==> src/rtl/mult_arbiter.sv <==
// mult_arbiter: round-robin front end that shares one 4x4 multiplier among
// N requesters.
//
// Each transaction is one operand pair. The arbiter takes one transaction at a
// time: it registers the operands, registers the product one cycle later, and
// then holds a tagged response until the consumer accepts it.
//
// Ports
//   clk         system clock, rising edge
//   reset       asynchronous, active-low reset
//   req_valid   [N]    requester i presents operands
//   req_lhs     [4N]   requester i left operand at [4i+3:4i]
//   req_rhs     [4N]   requester i right operand at [4i+3:4i]
//   req_ready   [N]    one-hot grant, only asserted in IDLE
//   resp_valid  response holds a product
//   resp_id     [IDW]  index of the requester that owns the response
//   resp_data   [8]    unsigned product, zero-extended
//   resp_ready  consumer accepts the response

// fast_mult: combinational 4x4 unsigned multiply with an 8-bit result.
// Ports: a, b operands; p product.
module fast_mult (
  input  logic [3:0] a,
  input  logic [3:0] b,
  output logic [7:0] p
);
  assign p = {4'b0000, a} * {4'b0000, b};
endmodule

// State table
//   state | meaning
//   IDLE  | searching for a requester from rr_ptr upward; grant is combinational
//   MUL   | registered operands drive the multiplier; product captured on exit
//   RESP  | response presented; held stable until resp_ready
module mult_arbiter #(
  parameter int N   = 4,
  parameter int IDW = 2
) (
  input  logic           clk,
  input  logic           reset,
  input  logic [N-1:0]   req_valid,
  input  logic [4*N-1:0] req_lhs,
  input  logic [4*N-1:0] req_rhs,
  output logic [N-1:0]   req_ready,
  output logic           resp_valid,
  output logic [IDW-1:0] resp_id,
  output logic [7:0]     resp_data,
  input  logic           resp_ready
);

  typedef enum logic [1:0] {
    IDLE = 2'd0,
    MUL  = 2'd1,
    RESP = 2'd2
  } state_t;

  state_t state_q, state_d;

  logic [IDW-1:0] rr_ptr_q;
  logic [IDW-1:0] id_q;
  logic [3:0]     lhs_q, rhs_q;
  logic [7:0]     resp_data_q;
  logic [7:0]     prod;

  logic [IDW-1:0] cand;
  logic [IDW-1:0] win_idx;
  logic [IDW-1:0] rr_next;
  logic           win_found;
  logic [3:0]     lhs_sel, rhs_sel;

  // Walk the offsets from the far end down to zero so that the candidate
  // closest to rr_ptr is the last one written and therefore wins.
  always_comb begin : rr_search
    win_found = 1'b0;
    win_idx   = '0;
    cand      = '0;
    for (int k = N - 1; k >= 0; k--) begin
      cand = IDW'((int'(rr_ptr_q) + k) % N);
      if (req_valid[cand]) begin
        win_found = 1'b1;
        win_idx   = cand;
      end
    end
  end

  always_comb begin : grant_mux
    req_ready = '0;
    lhs_sel   = '0;
    rhs_sel   = '0;
    for (int i = 0; i < N; i++) begin
      if (win_idx == IDW'(i)) begin
        lhs_sel = req_lhs[4*i +: 4];
        rhs_sel = req_rhs[4*i +: 4];
        if (state_q == IDLE && win_found) begin
          req_ready[i] = 1'b1;
        end
      end
    end
    rr_next = (win_idx == IDW'(N - 1)) ? '0 : win_idx + 1'b1;
  end

  always_comb begin : next_state
    state_d = state_q;
    case (state_q)
      IDLE:    if (win_found) state_d = MUL;
      MUL:     state_d = RESP;
      RESP:    if (resp_ready) state_d = IDLE;
      default: state_d = IDLE;
    endcase
  end

  always_ff @(posedge clk or negedge reset) begin
    if (!reset) begin
      state_q <= IDLE;
    end else begin
      state_q <= state_d;
    end
  end

  always_ff @(posedge clk or negedge reset) begin
    if (!reset) begin
      rr_ptr_q    <= '0;
      id_q        <= '0;
      lhs_q       <= '0;
      rhs_q       <= '0;
      resp_data_q <= '0;
    end else begin
      if (state_q == IDLE && win_found) begin
        lhs_q    <= lhs_sel;
        rhs_q    <= rhs_sel;
        id_q     <= win_idx;
        rr_ptr_q <= rr_next;
      end
      if (state_q == MUL) begin
        resp_data_q <= prod;
      end
    end
  end

  fast_mult u_fast_mult (
    .a (lhs_q),
    .b (rhs_q),
    .p (prod)
  );

  // All response outputs come straight from flops.
  assign resp_valid = (state_q == RESP);
  assign resp_id    = id_q;
  assign resp_data  = resp_data_q;

endmodule

==> config.mk <==
export PLATFORM = sky130hd
export DESIGN_NAME = mult_arbiter
export DESIGN_NICKNAME = d
export VERILOG_FILES = /design/src/rtl/mult_arbiter.sv
export SDC_FILE = /design/constraint.sdc
export NUM_CORES = 1
export LEC_CHECK = 0
export CAP_MARGIN = 20
export CELL_PAD_IN_SITES_DETAIL_PLACEMENT = 0
export CELL_PAD_IN_SITES_GLOBAL_PLACEMENT = 1
export CORE_MARGIN = 5
export CORE_UTILIZATION = 36
export DETAILED_ROUTE_END_ITERATION = 6
export PLACE_DENSITY_LB_ADDON = 0.1
export SYNTH_ARGS = -nofsm -noshare
export SYNTH_HDL_FRONTEND = slang
export SYNTH_SLANG_ARGS = --single-unit
==> constraint.sdc <==
create_clock -name clk -period 6.85 [get_ports clk]
set_clock_uncertainty 0.1 [all_clocks]
set_input_delay 1.7125 -clock clk [delete_from_list [all_inputs] [get_ports clk]]
set_output_delay 1.7125 -clock clk [all_outputs]
set_load 0.02 [all_outputs]
==> results by group <==
Yosys
  • Main combinational cell family by area after synthesis: compound AO/OA/AOI/OAI gates
  • Largest cells by area after synthesis: dfrtp_1 32%, ha_1 12%, a21oi_1 6.1%, nand2_1 6.1%, o21ai_0 5.0%
  • Register area share after synthesis: 0.322
  • Asr flop ratio synth: 1.00
  • Synth Area in Simple Gates: 0.177
  • Synth Net Count: between 200 and 300
  • Synth Warn #: 0
  • Synth top area share: 0.322
  • Synth Flop Type: dfrtp_1
  • Mux cell area share after synthesis: 0.0249
  • Area leader, netlist: dfrtp_1
  • Synth Area in Compound Gates: 0.205
  • Syn Inst Count: 204
  • Adder-cell area share of the yosys netlist: 0.164
  • Post-synthesis register bit count: 22
  • Synth cell types: 32
  • Post-synth EDFFs: 0
  • Mean Syn Cell Area: 8.38 sq um
  • Mapped Area: ~1700 sq um
  • Synth Area in XOR/XNOR: 0.0205

Critical path
  • Worst Setup Start Kind: input port
  • CP Max Fanout: 17
  • Type of the worst setup path: in -> out
  • FF-to-FF End: resp_data[5]$_DFFE_PN0N_
  • CP arrival: 4.28 ns
  • R2r setup slk: roughly 4 ns
  • CP required: 5.04 ns
  • RR Startpoint: rhs_q[3]$_DFFE_PN0P_
  • CP startpoint: req_valid[0]
  • Critical Path Sink: req_ready[3]
  • CP endpoint kind: output port
  • Reg2reg path depth: 9

Power
  • Sw Pwr: 0.000535 W
  • Maximum vdd drop: 0.228 mV
  • Sw Ratio: 0.472
  • Total power: 0.00113 W
  • Leakage power: approximately 1.0 nW
  • Clk pwr share: 0.070
  • Comb power frac: 0.707
  • Flop pwr share: 0.224
  • P_int: 0.000598 W
  • Power density cells: 494 nW/um^2

Timing
  • Slew Viols, Final: 0
  • Worst-Margin Slew: about 0.65 ns
  • Fmax: around 160 MHz
  • RSZ-0062 raised after global routing: no
  • Crit path time final: just over 6 ns
  • Crit share post-route: 0.889
  • Fin. Hold Viols: 0
  • Max_slew headroom: 0.569
  • Setup_tns: 0 ns
  • Final setup viols: 0

Clocking
  • Clk sink count: 22
  • Hold_buf cts: 0
  • Bufs on Longest Clock Path: 2
  • CTS tree: done
  • Post_cts resized: 0
  • Clk root buf: clkbuf_8
  • Clock latency on the worst-skew pair: 0.26 ns
  • TritonCTS buffer count: 3
  • Max H-tree Level: 1
  • CTS clk-pin slew, worst paths: around 0.080 ns
  • Postcts setup bufs: 0

Global route
  • GRT Total Usage: 0.134
  • Vias in the first global route: between 1.5k and 2k
  • GRT overflow: 0
  • Largest net degree at the start of global routing: 23
  • First-pass GRT wire length: approximately 6900 um
  • Initial antenna violation count: 0

Route
  • Initial drt markers: 37
  • Routed WL per cell: 13.1 um
  • # DRC: 0
  • Drt first pass iters: 4
  • Via density: 4.94
  • Antenna Nets Post-Route: 0
  • Vias: 1502
  • DRT Wirelength: 3980 um

Finish
  • Fillers: approximately 460
  • Layout area overhead: 34.3%
  • Layout cell share with drive strength beyond 1: 0.0480
  • Antenna diodes: 0
  • Nets: roughly 310
  • Area of the multi-input gates: 1010 sq um
  • Reg area: 551 sq um
  • Final instance count without filler cells: 304

Place
  • Placed wire-length estimate: 3210 um
  • Placer congestion estimate: 0.750
  • Port Buf Inserts: 53
  • Inst Count DP: 300

Die
  • Die area: around 6200 sq um
  • Starting Density: 0.367
  • Core box area: between 4000 and 5000 sq um
  • I/O pin cnt: 54
  • Die width: around 79 um
  • Row count: 25
  • Die Ht: 78.9 um

Flow run
  • Maximum Capacitance Violations: 0

Run status
  • Status: finished clean

Hold path
  • Worst Hold Class: reg -> reg
## worst max-delay path, stage by stage
cell,delay [ns]
clkdlybuf4s50_1,0.49
mux2i_1,0.16
nor2_1,0.05
nor3_1,0.37
ha_1,0.65
and2_1,0.23
clkdlybuf4s50_1,0.60
## state kept, by name (all words and copies together) (netlist names)
register / cells
rr_ptr_q: 2
state_q: 2
rhs_q: 4
lhs_q: 4
resp_id: 2
resp_data: 8
## layer usage
layer / share of wire / vias to the layer above / track usage
met5: 0 / - / 0
met4: 0 / 0 / 0.00515
met3: 0.066 / 0 / 0.0476
met2: 0.46 / 37 / 0.232
met1: 0.47 / 687 / 0.171
li1: - / 778 / -
## synthesized netlist by cell type (2+ instances only)
master,n
a21oi_1,21
a221oi_1,3
a221oi_2,5
and2_1,12
buf_2,2
buf_6,3
clkbuf_1,4
dfrtp_1,22
fa_1,4
ha_1,16
inv_1,20
mux2_2,2
mux2i_1,2
nand2_1,28
nand2b_1,3
nor2_1,20
nor3_1,2
o21a_1,3
o21ai_0,17
xor2_1,3
## cells by family (layout without fill, tap and decap cells)
group	count (synthesis)	count (layout)
AO/OA/AOI/OAI	54	54
multiplexers	4	4
AND/OR/NAND/NOR	68	68
XOR/XNOR	4	4
buffers and inverters	32	78
flip-flops	22	22
adder cells (fa/ha/maj)	20	20
## metrics by stage
| stage | hold WS, ns | setup slack, ns | cell area [sq um] | util |
|---|---|---|---|---|
| 2_1_floorplan | 0.416 | 1.84 | 1710 | - |
| 3_3_place_gp | 0.364 | 0.809 | 2240 | 0.481 |
| 3_5_place_dp | 0.372 | 0.781 | 2240 | 0.481 |
| 4_1_cts | 0.392 | 0.775 | 2280 | 0.489 |
| 5_1_grt | 0.416 | 0.573 | 2300 | 0.493 |
| 6_report | 0.385 | 0.761 | 2300 | 0.493 |
## final cells by class
cell class,count,share of cell area
Timing Repair Buffer,54,0.238
Sequential cell,22,0.240
Inverter,21,0.0349
Multi-Input combinational cell,150,0.440
Clock buffer,3,0.0180
Tap cell,54,0.0294
## worst min-delay path by stage
stage	start	endpoint	cells past startpoint
after global placement	resp_data[3]$_DFFE_PN0N_	resp_data[3]$_DFFE_PN0N_	2
after floorplan	rr_ptr_q[0]$_DFFE_PN0P_	rr_ptr_q[0]$_DFFE_PN0P_	2
after global routing	resp_data[4]$_DFFE_PN0N_	resp_data[4]$_DFFE_PN0N_	2
after detailed placement	resp_data[3]$_DFFE_PN0N_	resp_data[3]$_DFFE_PN0N_	2
after CTS	resp_data[3]$_DFFE_PN0N_	resp_data[3]$_DFFE_PN0N_	2
final	resp_data[3]$_DFFE_PN0N_	resp_data[3]$_DFFE_PN0N_	2
## power by group through the flow
stage | Combinational (W) | Sequential (W) | Clock (W)
finish | 0.000801 | 0.000254 | 0.0000789
global route | 0.000910 | 0.000266 | 0.0000880
CTS | 0.000813 | 0.000255 | 0.0000844
detailed placement | 0.000803 | 0.000258 | 0
global placement | 0.000800 | 0.000259 | 0
floorplan | 0.000574 | 0.000274 | 0
## cells in the final DEF (no fill, tap or decap)
cell type / instances
ha_1: 16
mux2i_1: 2
o21bai_1: 1
buf_8: 1
clkbuf_8: 3
inv_1: 20
clkinv_2: 1
dfrtp_1: 22
nand2b_1: 3
o21ai_0: 17
a211oi_1: 1
clkdlybuf4s50_1: 53
nand2_1: 28
o21a_1: 3
o22ai_1: 1
and2_1: 12
a221oi_2: 5
o31ai_1: 1
xor2_1: 3
fa_1: 4
or3_1: 1
xnor2_1: 1
a221oi_1: 3
nor4_1: 1
mux2_2: 2
nor2b_1: 1
nor2_1: 20
a21o_1: 1
a21oi_1: 21
nor3_1: 2
Power figures use the tool's default switching activity.
